## src/rtl/vector_pkg.sv

```systemverilog
// ---------------------------------------------------------------------------
// vector_pkg
//   Shared types and sizing helpers for the vector display line path.
//
//   line_state_t : FSM states of the line generator (IDLE, SETUP, STEP).
//   ERR_GUARD_BITS / err_width(): the Bresenham error terms (dx, dy, err, e2)
//     need two bits beyond the coordinate width. One bit holds the sign. The
//     other bit covers the doubled error at full-scale extents.
//   DWELL_W      : width of the per-point dwell counter. STEP_CYCLES is at
//     most 255, so 8 bits are enough.
// ---------------------------------------------------------------------------
package vector_pkg;

  typedef enum logic [1:0] {
    IDLE  = 2'd0,
    SETUP = 2'd1,
    STEP  = 2'd2
  } line_state_t;

  localparam int ERR_GUARD_BITS = 2;
  localparam int DWELL_W        = 8;

  // Signed width of the error terms for a given coordinate width.
  function automatic int err_width(input int out_w);
    return out_w + ERR_GUARD_BITS;
  endfunction

endpackage

```

## src/rtl/vector_line_draw.sv

```systemverilog
// ---------------------------------------------------------------------------
// vector_line_draw
//   Bresenham line generator that responds to the vector list manager's
//   go/busy handshake. On an accepted go, the block latches the start and end
//   points. It then spends one SETUP cycle deriving the error terms and
//   showing the start point. After that it steps one point at a time, and
//   each point is held on the DAC for STEP_CYCLES clocks. Busy stays high
//   until the last point has finished its dwell. A zero-length line gives a
//   single point that dwells for STEP_CYCLES clocks.
//
// Parameters
//   OUT_WIDTH    : coordinate / DAC code width (unsigned)
//   STEP_CYCLES  : clocks each point is held, 1..255
//
// Ports
//   clk                  : system clock, rising edge
//   rst_n                : asynchronous active-low reset
//   go                   : start request, sampled only while idle
//   stax, stay           : line start point
//   endx, endy           : line end point
//   busy                 : high from the cycle after go is accepted until
//                          the line completes
//   dac_x, dac_y         : current beam position; hold the last end point
//                          while idle
//   point_strobe         : one-cycle pulse on every DAC load
//
// All outputs are registered.
// ---------------------------------------------------------------------------
module vector_line_draw
  import vector_pkg::*;
#(
  parameter int OUT_WIDTH   = 8,
  parameter int STEP_CYCLES = 1
) (
  input  logic                 clk,
  input  logic                 rst_n,
  input  logic                 go,
  input  logic [OUT_WIDTH-1:0] stax,
  input  logic [OUT_WIDTH-1:0] stay,
  input  logic [OUT_WIDTH-1:0] endx,
  input  logic [OUT_WIDTH-1:0] endy,
  output logic                 busy,
  output logic [OUT_WIDTH-1:0] dac_x,
  output logic [OUT_WIDTH-1:0] dac_y,
  output logic                 point_strobe
);

  localparam int ERR_W = err_width(OUT_WIDTH);
  localparam logic [DWELL_W-1:0] DWELL_RELOAD = DWELL_W'(STEP_CYCLES - 1);

  // Registers
  line_state_t                r_state;
  logic [OUT_WIDTH-1:0]       r_stax;
  logic [OUT_WIDTH-1:0]       r_stay;
  logic [OUT_WIDTH-1:0]       r_endx;
  logic [OUT_WIDTH-1:0]       r_endy;
  logic signed [ERR_W-1:0]    r_dx;
  logic signed [ERR_W-1:0]    r_dy;
  logic signed [ERR_W-1:0]    r_err;
  logic                       r_sx_neg;
  logic                       r_sy_neg;
  logic [DWELL_W-1:0]         r_cnt;

  // SETUP-time geometry
  logic signed [ERR_W-1:0]    w_ddx;
  logic signed [ERR_W-1:0]    w_ddy;
  logic signed [ERR_W-1:0]    w_dx;
  logic signed [ERR_W-1:0]    w_dy;

  // STEP-time Bresenham update
  logic signed [ERR_W-1:0]    w_e2;
  logic                       w_step_x;
  logic                       w_step_y;
  logic signed [ERR_W-1:0]    w_err_next;
  logic [OUT_WIDTH-1:0]       w_next_x;
  logic [OUT_WIDTH-1:0]       w_next_y;
  logic                       w_at_end;

  always_comb begin
    // The coordinates are zero-extended into the wider signed domain, so the
    // differences stay exact across the full unsigned range.
    w_ddx = $signed({{ERR_GUARD_BITS{1'b0}}, r_endx})
          - $signed({{ERR_GUARD_BITS{1'b0}}, r_stax});
    w_ddy = $signed({{ERR_GUARD_BITS{1'b0}}, r_endy})
          - $signed({{ERR_GUARD_BITS{1'b0}}, r_stay});
    w_dx  = (w_ddx < 0) ? -w_ddx : w_ddx;
    // dy is held as a negative magnitude. This matches the textbook form,
    // where err = dx + dy.
    w_dy  = (w_ddy < 0) ? w_ddy : -w_ddy;
  end

  always_comb begin
    // err always lies within [dy, dx], so doubling it cannot overflow ERR_W.
    w_e2       = r_err <<< 1;
    w_step_x   = (w_e2 >= r_dy);
    w_step_y   = (w_e2 <= r_dx);
    // Both increments are taken from the old err value.
    w_err_next = r_err;
    if (w_step_x) w_err_next = w_err_next + r_dy;
    if (w_step_y) w_err_next = w_err_next + r_dx;

    w_next_x = dac_x;
    if (w_step_x) w_next_x = r_sx_neg ? (dac_x - OUT_WIDTH'(1)) : (dac_x + OUT_WIDTH'(1));
    w_next_y = dac_y;
    if (w_step_y) w_next_y = r_sy_neg ? (dac_y - OUT_WIDTH'(1)) : (dac_y + OUT_WIDTH'(1));

    w_at_end = (dac_x == r_endx) && (dac_y == r_endy);
  end

  always_ff @(posedge clk or negedge rst_n) begin
    if (!rst_n) begin
      r_state      <= IDLE;
      r_stax       <= '0;
      r_stay       <= '0;
      r_endx       <= '0;
      r_endy       <= '0;
      r_dx         <= '0;
      r_dy         <= '0;
      r_err        <= '0;
      r_sx_neg     <= 1'b0;
      r_sy_neg     <= 1'b0;
      r_cnt        <= '0;
      busy         <= 1'b0;
      dac_x        <= '0;
      dac_y        <= '0;
      point_strobe <= 1'b0;
    end else begin
      point_strobe <= 1'b0;
      case (r_state)
        IDLE: begin
          if (go) begin
            r_stax  <= stax;
            r_stay  <= stay;
            r_endx  <= endx;
            r_endy  <= endy;
            busy    <= 1'b1;
            r_state <= SETUP;
          end
        end

        SETUP: begin
          r_dx         <= w_dx;
          r_dy         <= w_dy;
          r_sx_neg     <= (w_ddx < 0);
          r_sy_neg     <= (w_ddy < 0);
          r_err        <= w_dx + w_dy;
          dac_x        <= r_stax;
          dac_y        <= r_stay;
          point_strobe <= 1'b1;
          r_cnt        <= DWELL_RELOAD;
          r_state      <= STEP;
        end

        STEP: begin
          if (r_cnt != '0) begin
            r_cnt <= r_cnt - DWELL_W'(1);
          end else if (w_at_end) begin
            // The last point has finished its dwell.
            busy    <= 1'b0;
            r_state <= IDLE;
          end else begin
            r_err        <= w_err_next;
            dac_x        <= w_next_x;
            dac_y        <= w_next_y;
            point_strobe <= 1'b1;
            r_cnt        <= DWELL_RELOAD;
          end
        end

        default: r_state <= IDLE;
      endcase
    end
  end

endmodule

```

## config.mk

```make
export PLATFORM = sky130hd
export DESIGN_NAME = vector_line_draw
export DESIGN_NICKNAME = d
export VERILOG_FILES = /design/src/rtl/vector_pkg.sv /design/src/rtl/vector_line_draw.sv
export SDC_FILE = /design/constraint.sdc
export NUM_CORES = 1
export LEC_CHECK = 0
export ABC_AREA = 1
export CELL_PAD_IN_SITES_DETAIL_PLACEMENT = 0
export CELL_PAD_IN_SITES_GLOBAL_PLACEMENT = 1
export CORE_ASPECT_RATIO = 0.7
export CORE_MARGIN = 3
export CORE_UTILIZATION = 40
export DETAILED_ROUTE_END_ITERATION = 6
export GPL_TIMING_DRIVEN = 0
export PLACE_DENSITY_LB_ADDON = 0.1
export SYNTH_ARGS = -nofsm -noshare
export SYNTH_HDL_FRONTEND = slang
export SYNTH_SLANG_ARGS = --single-unit
```

## constraint.sdc

```tcl
create_clock -name clk -period 4.38 [get_ports clk]
set_input_delay 0.657 -clock clk [delete_from_list [all_inputs] [get_ports clk]]
set_output_delay 0.657 -clock clk [all_outputs]
set_load 0.005 [all_outputs]
```

After elaboration in Yosys (flattened, before gate mapping)
Index checks and enable logic that the tools add are counted.
{"block": "word_totals", "ff_bits": 92, "latchBits": 0, "ram_bits": 0, "mem_bits_ro": 0, "in_bits": 35, "out_inout_bits": 18, "mem_count": 0}
{"block": "classes", "n_addsub": 12, "n_mul": 0, "div": 0, "order_cmp": 4, "n_eq_ne": 11, "shift": 0, "n_mux": 31, "n_bitwise": 0, "n_reduce_logical": 12}
{"operator": "$mux 8", "n": 10}
{"operator": "$mux 10", "n": 6}
{"operator": "$pmux 8 s2", "n": 3}
{"operator": "$add 10x10->10", "n": 3}
{"operator": "$sub 8x1->8 const B", "n": 3}
{"operator": "$neg 9->10", "n": 2}
{"operator": "$pmux 10 s2", "n": 1}
{"operator": "$lt 9x1->1 const B", "n": 2}
{"operator": "$sub 8x8->9", "n": 2}
{"operator": "$add 8x1->8 const B", "n": 2}
{"operator": "$eq 8x8->1", "n": 2}
{"operator": "$ne 2x2->1 const B", "n": 6}
{"operator": "$reduce_and 4->1", "n": 3}
{"operator": "$ge 10x10->1", "n": 1}
{"operator": "$le 10x10->1", "n": 1}
{"operator": "$reduce_bool 8->1", "n": 1}
{"operator": "$mux 2", "n": 3}
{"operator": "$pmux 2 s3", "n": 1}
{"operator": "$reduce_and 3->1", "n": 2}
{"operator": "$mux 1", "n": 5}
{"operator": "$pmux 1 s2", "n": 2}
{"operator": "$reduce_and 2->1", "n": 2}
{"operator": "$reduce_bool 2->1", "n": 2}
{"operator": "$ne 3x3->1 const B", "n": 1}
{"operator": "other kinds (4)", "n": 4}

Longest topological paths before layout
Gate-level depths: netlist (run 1).
{"block": "logic_depth", "word_depth": 7, "mapped_depth": 27, "depth_no_buf": 27}

Worst setup path after synthesis (run 1)
Ideal clock, no wire load.
{"block": "synth_path", "path_type": "register to register", "from": "reg r_err[8]", "to": "reg r_err[8]", "arrival_ns": 3.124, "required_ns": 4.303, "path_slack_ns": 1.178, "path_stages_with_launch": 23, "path_buffers": 0, "period_less_slack_ns": 3.202, "cell_sequence": "dfrtp_1 -> ha_1 -> nand2_1 -> inv_1 -> a21oi_1 -> nand3_1 -> nand2_1 -> nand2_2 -> o21ai_0 -> ha_1 -> inv_1 -> fa_1 -> o21ai_0 -> nand2_1 -> nand3_1 -> nand2_1 -> nor2_1 -> inv_1 -> nand2_1 -> nand3_1 -> nand2_1 -> inv_1 -> a21oi_1"}
{"block": "synth_between", "elab_chain_cells": 7, "word_cells_on_any_way": 9, "cone_classes": "add/sub (2); order compare (2); mux (5)"}
{"element": "from (decl)", "line": "vector_line_draw.sv:59", "text": "logic signed [ERR_W-1:0] r_err;"}
{"element": "from (signal assigned)", "line": "vector_line_draw.sv:146", "text": "r_err <= w_dx + w_dy;"}
{"element": "from (signal assigned)", "line": "vector_line_draw.sv:162", "text": "r_err <= w_err_next;"}
{"element": "$add 10x10->10 / $ge 10x10->1 (equally long branches)", "line": "vector_line_draw.sv:99, vector_line_draw.sv:95"}
{"element": "$mux 10", "line": "vector_line_draw.sv:99", "text": "if (w_step_x) w_err_next = w_err_next + r_dy;"}
{"element": "$add 10x10->10", "line": "vector_line_draw.sv:100", "text": "if (w_step_y) w_err_next = w_err_next + r_dx;"}
{"element": "$mux 10 *", "line": "vector_line_draw.sv:100"}
{"element": "$mux 10 *", "line": "vector_line_draw.sv:157", "text": "end else if (w_at_end) begin"}
{"element": "$mux 10 *", "line": "vector_line_draw.sv:155", "text": "if (r_cnt != '0) begin"}
{"element": "$pmux 10 s2 *", "line": "vector_line_draw.sv:129", "text": "case (r_state)"}
Mark *: on every way between the ends. The rest lies on a longest branch, timed or not. The select of a mux whose other input is x is not followed.
A chain may end at the register's enable or synchronous reset.

Final worst setup path (run 1)
{"block": "layout_path", "from": "reg r_endx[0]", "to": "reg r_err[6]"}
{"block": "layout_between", "elab_chain_cells": 5, "word_cells_on_any_way": 10, "cone_classes": "add/sub (3); order compare (1); eq/ne (2); mux (2); reduce/logical (2)"}
{"element": "from (decl)", "line": "vector_line_draw.sv:55", "text": "logic [OUT_WIDTH-1:0] r_endx;"}
{"element": "from (signal assigned)", "line": "vector_line_draw.sv:134", "text": "r_endx <= endx;"}
{"element": "$sub 8x8->9 *", "line": "vector_line_draw.sv:83", "text": "- $signed({{ERR_GUARD_BITS{1'b0}}, r_stax});"}
{"element": "$neg 9->10 / $lt 9x1->1 (equally long branches)", "line": "vector_line_draw.sv:86", "text": "w_dx = (w_ddx < 0) ? -w_ddx : w_ddx;"}
{"element": "$mux 10 *", "line": "vector_line_draw.sv:86"}
{"element": "named net w_dx[2]", "line": "vector_line_draw.sv:67", "text": "logic signed [ERR_W-1:0] w_dx;"}
{"element": "$add 10x10->10 *", "line": "vector_line_draw.sv:146"}
{"element": "$pmux 10 s2 *", "line": "vector_line_draw.sv:129"}
Mark *: on every way through the listed nets, which the timed path passes. The rest lies on a longest branch.

==> flow_summary.json, run 1 <==
{
  "min_path_type": "in -> async",
  "globalRouteMet1Util": 0.360,
  "clk_path_buf_depth": 2,
  "synth_cell_types": 51,
  "rsz0062_at_grt": "no",
  "syn_inst": 1056,
  "fmax_mhz": 251,
  "syn_avg_cell_area_um2": 7.25,
  "synth-adder-area-share": 0.144,
  "ys.flop_type": "dfrtp_1",
  "cp-start-kind": "flip-flop",
  "numClockSinks": 91,
  "ys_ff_latch": 91,
  "core_area_mm2": 0.0184,
  "synth_compound_area_frac": 0.137,
  "rows": 41,
  "period_minus_slack_ns": 3.99,
  "cts_tree": "done",
  "cts.clk_slew.worst_paths_ns": 0.07,
  "ctsHtreeMaxLevel": 3,
  "clock_latency_ns": 0.37,
  "layout-drive-gt1-share": 0.0604,
  "async_flop_share": 1.00,
  "ys_seq_area_frac": 0.297,
  "synthMuxAreaShare": 0.0176,
  "postCtsSetupBuffers": 0,
  "crit_top_cell": "nand2_1",
  "overflow": 0,
  "ioPinCount": 53,
  "final_area_mm2": 0.00880,
  "ant_nets": 0,
  "hold_viol": 0,
  "syn_to_final_growth_pct": 14.9,
  "die_w_um": 171,
  "initial_core_util": 0.416,
  "grt-busiest-layer": "met1",
  "endpoint_kind": "flip-flop",
  "dieArea_mm2": 0.0209,
  "antenna_found_initial": 0,
  "critPathSlowestCell": "fa_1",
  "io_buffer_count": 52,
  "die_h_um": 122,
  "use_met2": 0.296,
  "nets": 1239,
  "globalRouteMet3Util": 0.0493,
  "firstDrtPassIters": 6,
  "cp_max_fo": 9,
  "drc_errors": 0,
  "path_cells": "inv_1, ha_1, inv_1, fa_1, nand2_1, nand2_2, a21oi_4, inv_2, nor2_1, xor2_1, inv_1, ha_1, nand2_1, inv_1, o21ai_0, nand2_1, nand2_1, nand2_1, a21oi_1, xor2_1, a21oi_1, nand3_1, nand2_1, inv_1",
  "crit_required_ns": 4.65,
  "arrival_ns": 4.26,
  "maxCapViolations": 0,
  "grt_pass1_vias": 6309,
  "n_antenna_cell": 0,
  "critPathKind": "reg -> reg",
  "via_per_inst": 5.01,
  "hold_buffers": 0,
  "synth-simple-area-share": 0.247,
  "cp_slowest_stage_delay_ns": 0.45,
  "syn_nets": 1175,
  "drt_wl_total_mm": 22.1,
  "setup_violations": 0,
  "yosysWarnings": 0,
  "synth_top_family_by_area": "simple AND/OR/NAND/NOR gates",
  "wl_per_cell_um": 16.2,
  "place_area_mm2": 0.00850,
  "gr-usage-all-layers": 0.223,
  "cts-buffers-inserted": 9,
  "cts_resized": 0,
  "fin_crit_sh": 0.911,
  "synth_xor_area_frac": 0.0537,
  "cts-root-buf": "clkbuf_16",
  "place.gp.congestion": 0.886,
  "maxSlewViolCount": 0,
  "syn_area_mm2": 0.00766,
  "r2r_cells": 24,
  "relSlewSlack": 0.377,
  "grt_pass1_wl_mm": 35.6,
  "status": "complete, no violations",
  "via_count": 6812,
  "dp_hpwl_mm": 17.7,
  "grt_max_degree": 55,
  "skew_ns": 0.0133,
  "worstMarginPinSlew_ns": 0.935,
  "synth_enable_flop_cells": 0,
  "first_iter_violations": 514
}
==> layer usage <==
metal	vias to the layer above	wire, µm
li1	3550	-
met1	3067	12200
met2	178	8300
met3	17	1350
met4	0	246
met5	-	0
==> flip-flops by register name, summed over array words and instances, names as in the netlist, 2 cells and up <==
register	cells
r_stax	8
r_state	2
r_dy	10
dac_y	8
r_endy	8
r_dx	10
r_stay	8
r_err	9
r_cnt	8
dac_x	8
r_endx	8
==> synth_stat cells, drive strengths merged, types with 2 or more instances <==
library cell	instances	area [µm²]
nand2	270	1030
inv	181	682
dfrtp	91	2280
a21oi	77	412
ha	77	963
nor2	73	299
o21ai	72	368
nand3	58	313
xor2	28	245
nand4	20	125
xnor2	19	166
mux2	12	135
clkbuf	11	41.3
o211ai	9	81.3
buf	7	55.1
fa	7	140
nor3	6	30.0
a31oi	5	31.3
or2	5	31.3
nand3b	4	30.0
o21a	4	30.0
a21boi	3	22.5
o21bai	3	22.5
a21o	2	15.0
a2bb2oi	2	17.5
o22ai	2	12.5
==> logic make-up after synthesis <==
family	count (synthesis)
AOI/OAI and AO/OA	183
xor gates and xnor gates	47
adders and majority gates	84
buffers and inverters	200
DFF	91
muxes	12
and+or+nand+nor	439
==> metrics by stage <==
stage	cells	hold WS, ns	TNS [ns]	setup WS, ns	util
after global placement	1344	0.462	-103.65	-1.15	0.460
after detailed placement	1345	0.475	0	0.445	0.462
after floorplan	1056	0.361	0	1.18	-
after CTS	1361	0.279	0	0.425	0.478
after global routing	1361	0.292	0	0.0155	0.478
final	1361	0.269	0	0.390	0.478
==> worst paths after layout <==
| kind | slack (ns) | to | from |
|---|---|---|---|
| max in group asynchronous | 3.42 | r_dx[7] | rst_n |
| worst max register to register | 0.39 | r_err[6] | r_endx[0] |
| worst max-delay path | 0.39 | r_err[6] | r_endx[0] |
| min in group clk | 0.48 | r_dx[9] | r_dx[9] |
| worst min-delay path | 0.27 | dac_y[2] | rst_n |
| worst min register to register | 0.48 | r_dx[9] | r_dx[9] |
==> critical path: cells and delay by family (launching register included) <==
kind | cells | cell delay [ns]
buf+inv | 6 | 0.44
compound gates | 4 | 0.78
xor+xnor | 2 | 0.44
fa+ha+maj | 3 | 0.94
simple gates | 9 | 0.91
flops | 1 | 0.37
==> layout by cell type, fill, tap and decap left out, drive strengths merged, types with 2 or more instances in the layout <==
| master | n |
|---|---|
| nand4 | 20 |
| fa | 7 |
| o21ai | 72 |
| o21a | 4 |
| a21o | 2 |
| clkbuf | 22 |
| xor2 | 28 |
| a21boi | 3 |
| buf | 9 |
| mux2 | 12 |
| clkinv | 3 |
| o22ai | 2 |
| nand2 | 270 |
| or2 | 5 |
| a21oi | 77 |
| ha | 77 |
| o211ai | 9 |
| clkdlybuf4s50 | 51 |
| nand3 | 58 |
| a31oi | 5 |
| nor3 | 6 |
| a2bb2oi | 2 |
| nand3b | 4 |
| nor2 | 73 |
| o21bai | 3 |
| dfrtp | 91 |
| inv | 182 |
| xnor2 | 19 |
==> layout make-up <==
class | instances | area, µm²
fillers | 1846 | 9610
multi-input cells | 765 | 4600
flip-flops and latches | 91 | 2280
inverters | 182 | 691
repair buffers | 53 | 546
well taps | 236 | 295
clock buffers | 11 | 243
plain buffers | 18 | 96.3
clock inverters | 5 | 60.1
Power of run 1 is left out: the tool's default activity adds up to more than one toggle a clock period on the data nets, which glitch-free logic cannot reach.
==> inputs of run 2 (changes only) <==
--- a/config.mk
+++ b/config.mk
@@ -10,7 +10,7 @@
 export CELL_PAD_IN_SITES_GLOBAL_PLACEMENT = 1
 export CORE_ASPECT_RATIO = 0.7
 export CORE_MARGIN = 3
-export CORE_UTILIZATION = 40
+export CORE_UTILIZATION = 32
 export DETAILED_ROUTE_END_ITERATION = 6
 export GPL_TIMING_DRIVEN = 0
 export PLACE_DENSITY_LB_ADDON = 0.1
==> constraint.sdc (replaced) <==
create_clock -name clk -period 4.38 [get_ports clk]
set_input_delay 0.657 -clock clk [delete_from_list [all_inputs] [get_ports clk]]
set_output_delay 0.657 -clock clk [all_outputs]
set_load 0.05 [all_outputs]
==> run 2 against run 1 <==
Sequential cell count did not move. Non-clock buffer count is the same. Global-route usage down 3.2 points. Routed wire length rose by 6.5%. First-iteration DRC count decreased by 11%. Critical path depth unchanged. Sequential share of layout area down 0.39 points. Count of clock-buffer cells in the layout is 1 higher. Hold slack improved by 0.010 ns. Clock skew is 0.0033 ns lower. Cell area is 1.5% higher. Highest routed layer unchanged.
==> flow_summary.json, run 2 (same netlist as run 1, synthesis figures left out) <==
{
  "crit_required_ns": 4.63,
  "worst-path-buf-inv": 6,
  "dieArea_mm2": 0.0259,
  "rsz0062_at_grt": "no",
  "final_cell_mix": "nand2_1 (263), inv_1 (175), dfrtp_1 (91), ha_1 (77), a21oi_1 (74)",
  "drc_errors": 0,
  "ant_nets": 0,
  "maxCapViolations": 0,
  "n_antenna_cell": 0,
  "cts-buffers-inserted": 9,
  "place.gp.congestion": 0.852,
  "r2r_cells": 24,
  "arrival_ns": 4.18,
  "numClockSinks": 91,
  "period_minus_slack_ns": 3.92,
  "ctsHtreeMaxLevel": 3,
  "r2r_setup_slack_ns": 0.46,
  "cts_tree": "done",
  "multi_input_area_mm2": 0.00460,
  "relSlewSlack": 0.439,
  "cp_slowest_stage_delay_ns": 0.44,
  "final_common_cell": "nand2_1",
  "fin_crit_sh": 0.895,
  "wl_per_cell_um": 16.4,
  "clock_latency_ns": 0.36,
  "n_fill_cell": 2443,
  "critPathLaunch": "r_endx[0]",
  "drt_wl_total_mm": 23.5,
  "setup_violations": 0,
  "antenna_found_initial": 1,
  "hold_buffers": 0,
  "grt_pass1_wl_mm": 37.8,
  "first_iter_violations": 457,
  "rows": 46,
  "ioPinCount": 53,
  "die_w_um": 191,
  "layout-drive-gt1-share": 0.0596,
  "cp.depth": 24,
  "skew_ns": 0.0100,
  "via_per_inst": 4.74,
  "r2r_start": "r_endx[0]",
  "endpoint_kind": "flip-flop",
  "clk_path_buf_depth": 2,
  "core_area_mm2": 0.0231,
  "cp_max_fo": 9,
  "reg_top3": "r_dx: 10 flops, r_dy: 10 flops, r_err: 9 flops",
  "firstDrtPassIters": 5,
  "worstMarginPinSlew_ns": 0.841,
  "r2r-end": "r_err[6]",
  "critPathKind": "reg -> reg",
  "gr-usage-all-layers": 0.191,
  "status": "complete, no violations",
  "cts.clk_slew.worst_paths_ns": 0.07,
  "whs_ns": 0.279,
  "initial_core_util": 0.332,
  "path_cells": "inv_1, ha_1, inv_1, fa_1, nand2_1, nand2_2, a21oi_4, inv_2, nor2_1, xor2_1, inv_1, ha_1, nand2_1, inv_1, o21ai_0, nand2_1, nand2_1, nand2_1, a21oi_1, xor2_1, a21oi_1, nand3_1, nand2_1, inv_1",
  "cts_resized": 0,
  "grt_pass1_vias": 6624,
  "nets": 1239,
  "critical_path.top_delay_family": "adder cells",
  "hold_viol": 0,
  "crit_top_cell": "nand2_1",
  "cp-start-kind": "flip-flop",
  "io_buffer_count": 52,
  "fmax_mhz": 255,
  "via_count": 6812,
  "dp_hpwl_mm": 18.8,
  "critPathSlowestCell": "fa_1",
  "overflow": 0,
  "maxSlewViolCount": 0,
  "postCtsSetupBuffers": 0,
  "die_h_um": 135,
  "cp-endpoint": "r_err[6]",
  "syn_to_final_growth_pct": 16.7,
  "seq_area_mm2": 0.00228,
  "min_path_type": "in -> async",
  "grt_max_degree": 54,
  "cts-root-buf": "clkbuf_16"
}
==> run 2: cell count changes in the layout (fill, tap and decap cells not counted), sizes merged <==
cell / before / now
bufinv: 1 / 3
clkbuf: 22 / 23
clkinv: 3 / 1
inv: 182 / 181
==> run 2: per-stage QoR <==
step | cell area, µm² | TNS, ns | utilization | worst slack [ns] | instances
after global placement | 8570 | -129.21 | 0.371 | -1.43 | 1420
after detailed placement | 8600 | 0 | 0.372 | 0.438 | 1421
after global routing | 8940 | 0 | 0.387 | 0.00444 | 1437
final | 8940 | 0 | 0.387 | 0.460 | 1437
after CTS | 8940 | 0 | 0.387 | 0.417 | 1437
after floorplan | 7660 | 0 | - | 1.18 | 1056
==> run 2: worst min path at each step <==
stage | start | end | slack [ns] | depth (start not counted)
2_1_floorplan | rst_n | busy | 0.36 | 0
3_3_place_gp | r_dx[9] | r_dx[9] | 0.47 | 2
3_5_place_dp | r_dx[9] | r_dx[9] | 0.47 | 2
4_1_cts | rst_n | r_dx[7] | 0.31 | 1
5_1_grt | rst_n | r_dx[7] | 0.32 | 1
6_report | rst_n | r_dx[7] | 0.28 | 1
==> run 2: cell type report <==
class / count / share of cell area
repair buffers: 53 / 0.0610
multi-input cells: 765 / 0.514
clock inverters: 4 / 0.0109
plain buffers: 18 / 0.0108
flip-flops and latches: 91 / 0.255
well taps: 312 / 0.0437
inverters: 182 / 0.0773
clock buffers: 12 / 0.0276
==> run 2: per-layer routing <==
metal	global-route usage	vias up	wire, µm
li1	-	3547	-
met1	0.308	3124	13200
met2	0.258	131	8930
met3	0.0419	10	1240
met4	0.0334	0	167
met5	0	-	0
==> run 2: worst reg2reg max path, stage by stage (launching register included) <==
cell and delay [ns]:
dfrtp_1 0.37, inv_1 0.11, ha_1 0.16, inv_1 0.09, fa_1 0.44, nand2_1 0.15
nand2_2 0.09, a21oi_4 0.27, inv_2 0.08, nor2_1 0.12, xor2_1 0.34, inv_1 0.09
ha_1 0.35, nand2_1 0.08, inv_1 0.05, o21ai_0 0.15, nand2_1 0.12, nand2_1 0.08
nand2_1 0.05, a21oi_1 0.16, xor2_1 0.10, a21oi_1 0.17, nand3_1 0.10, nand2_1 0.07
inv_1 0.03
Power of run 2 is left out for the same reason.
==> inputs of run 3 (changes only) <==
--- a/config.mk
+++ b/config.mk
@@ -5,12 +5,11 @@
 export SDC_FILE = /design/constraint.sdc
 export NUM_CORES = 1
 export LEC_CHECK = 0
-export ABC_AREA = 1
 export CELL_PAD_IN_SITES_DETAIL_PLACEMENT = 0
 export CELL_PAD_IN_SITES_GLOBAL_PLACEMENT = 1
 export CORE_ASPECT_RATIO = 0.7
 export CORE_MARGIN = 3
-export CORE_UTILIZATION = 32
+export CORE_UTILIZATION = 45
 export DETAILED_ROUTE_END_ITERATION = 6
 export GPL_TIMING_DRIVEN = 0
 export PLACE_DENSITY_LB_ADDON = 0.1
==> run 3 against run 2 <==
Via count decreased by 14%. Fmax decreased by 6.8%. Utilization increased by 16 points. Count of clock-buffer cells in the layout decreased by 2. Critical path type unchanged.
==> flow_summary.json, run 3 <==
{
  "first_iter_violations": 323,
  "maxSlewViolCount": 0,
  "grt_max_degree": 66,
  "cts-root-buf": "clkbuf_16",
  "syn_to_final_growth_pct": 16.6,
  "overflow": 0,
  "synth_most_common_cell": "dfrtp_1",
  "syn_inst": 763,
  "min_path_type": "in -> async",
  "cp_slowest_stage_delay_ns": 0.46,
  "initial_core_util": 0.470,
  "drt_wl_total_mm": 19.5,
  "synth.area.top_cells": "dfrtp_1 (32%), ha_1 (14%), mux2_2 (7.5%)",
  "crit_required_ns": 4.62,
  "critPathKind": "reg -> reg",
  "nets": 951,
  "critPathSlowestCell": "fa_1",
  "fmax_mhz": 238,
  "fin_ws_ns": 0.173,
  "clock_latency_ns": 0.36,
  "syn_area_mm2": 0.00707,
  "die_h_um": 111,
  "io_buffer_count": 52,
  "skew_ns": 0.0103,
  "cp_max_fo": 5,
  "syn_avg_cell_area_um2": 9.26,
  "maxCapViolations": 0,
  "worst-path-buf-inv": 2,
  "n_antenna_cell": 0,
  "dieArea_mm2": 0.0173,
  "yosysWarnings": 0,
  "cts-buffers-inserted": 9,
  "ant_nets": 0,
  "fin_crit_sh": 0.961,
  "grt_pass1_wl_mm": 31.5,
  "dp_hpwl_mm": 15.4,
  "async_flop_share": 1.00,
  "n_fill_cell": 1334,
  "cp-start-kind": "flip-flop",
  "dpl_worst_slack_ns": -0.572,
  "rows": 37,
  "final_cell_mix": "dfrtp_1 (91), ha_1 (77), inv_1 (68), nand2_1 (61), clkdlybuf4s50_1 (51)",
  "core_area_mm2": 0.0150,
  "arrival_ns": 4.45,
  "layout-drive-gt1-share": 0.121,
  "gr-usage-all-layers": 0.230,
  "ctsHtreeMaxLevel": 3,
  "numClockSinks": 91,
  "critical_path.top_delay_family": "compound AO/OA/AOI/OAI gates",
  "ys_seq_area_frac": 0.322,
  "setup_violations": 0,
  "syn_nets": 882,
  "path_cells": "inv_1, ha_1, inv_1, fa_1, a21oi_2, o2111ai_1, nand2_1, nor2_1, xnor2_2, ha_1, a21o_1, a21oi_2, o21bai_2, a2111oi_2, nor3_1, xor2_1, mux2_2, o211a_1",
  "antenna_found_initial": 0,
  "ys_ff_latch": 91,
  "ys.flop_type": "dfrtp_1",
  "yosysTopAreaCell": "dfrtp_1",
  "cts.clk_slew.worst_paths_ns": 0.07,
  "clk_path_buf_depth": 2,
  "via_per_inst": 5.66,
  "reg_top3": "r_dx: 10 flops, r_dy: 10 flops, r_err: 9 flops",
  "synth_cell_types": 67,
  "via_count": 5845,
  "synth_common_cells": "dfrtp_1 (91), ha_1 (77), inv_1 (68), nand2_1 (61), o21ai_0 (52)",
  "synth_top_cell_area_share": 0.322,
  "hold_viol": 0,
  "hold_buffers": 0,
  "period_minus_slack_ns": 4.21,
  "final_common_cell": "dfrtp_1",
  "endpoint_kind": "flip-flop",
  "final_area_mm2": 0.00824,
  "firstDrtPassIters": 5,
  "ioPinCount": 53,
  "place_area_mm2": 0.00786,
  "drc_errors": 0,
  "grt_pass1_vias": 5929,
  "worstMarginPinSlew_ns": 1.21,
  "status": "complete, no violations",
  "place.gp.congestion": 0.922,
  "cts_tree": "done",
  "die_w_um": 156,
  "synth_enable_flop_cells": 0,
  "wl_per_cell_um": 18.9,
  "relSlewSlack": 0.185
}
==> run 3: worst paths after layout <==
path,from,endpoint,slack (ns),depth (start not counted)
worst max-delay path,r_endy[0],r_err[8],0.17,18
worst min-delay path,rst_n,busy,0.22,1
worst max register to register,r_endy[0],r_err[8],0.17,18
worst min register to register,r_cnt[7],r_cnt[7],0.49,1
max in group asynchronous,rst_n,r_dx[0],3.50,2
min in group clk,r_cnt[7],r_cnt[7],0.49,1
==> run 3: kinds of logic (layout without fill, tap and decap cells) <==
group | after synthesis | count (layout) | share of synthesized area
xor+xnor | 72 | 72 | 0.0903
flops | 91 | 91 | 0.322
buf+inv | 87 | 161 | 0.0464
simple gates | 187 | 187 | 0.125
mux | 58 | 58 | 0.0905
compound gates | 184 | 184 | 0.169
fa+ha+maj | 84 | 84 | 0.156
==> run 3: per-layer routing <==
metal  part of all wire  global-route usage  vias up
li1                   -                   -     2836
met1               0.51               0.347     2854
met2               0.43               0.340      134
met3              0.050              0.0437       21
met4              0.012              0.0500        0
met5                  0                   0        -
==> run 3: what timing repair did <==
action                     in CTS  in global routing
pin swaps                       3                  5
buffers inserted                1                  4
setup endpoints to repair       3                  4
resized for setup              14                  9
==> run 3: metrics by stage <==
step / hold slack [ns] / utilization / setup TNS, ns / std cells
after floorplan: 0.361 / - / 0 / 763
after global placement: 0.463 / 0.520 / -82.05 / 1010
after detailed placement: 0.482 / 0.522 / -0.692 / 1011
after CTS: 0.229 / 0.544 / 0 / 1028
after global routing: 0.247 / 0.548 / -0.00682 / 1032
final: 0.221 / 0.548 / 0 / 1032
==> run 3: layout make-up <==
class	count	area [µm²]	share of cell area
multi-input combinational	585	4530	0.550
sequential	91	2280	0.276
timing repair buffer	58	583	0.0707
inverter	68	255	0.0310
tap	195	244	0.0296
clock buffer	10	229	0.0278
buffer	19	73.8	0.00896
clock inverter	6	48.8	0.00592
Power of run 3 is left out for the same reason.
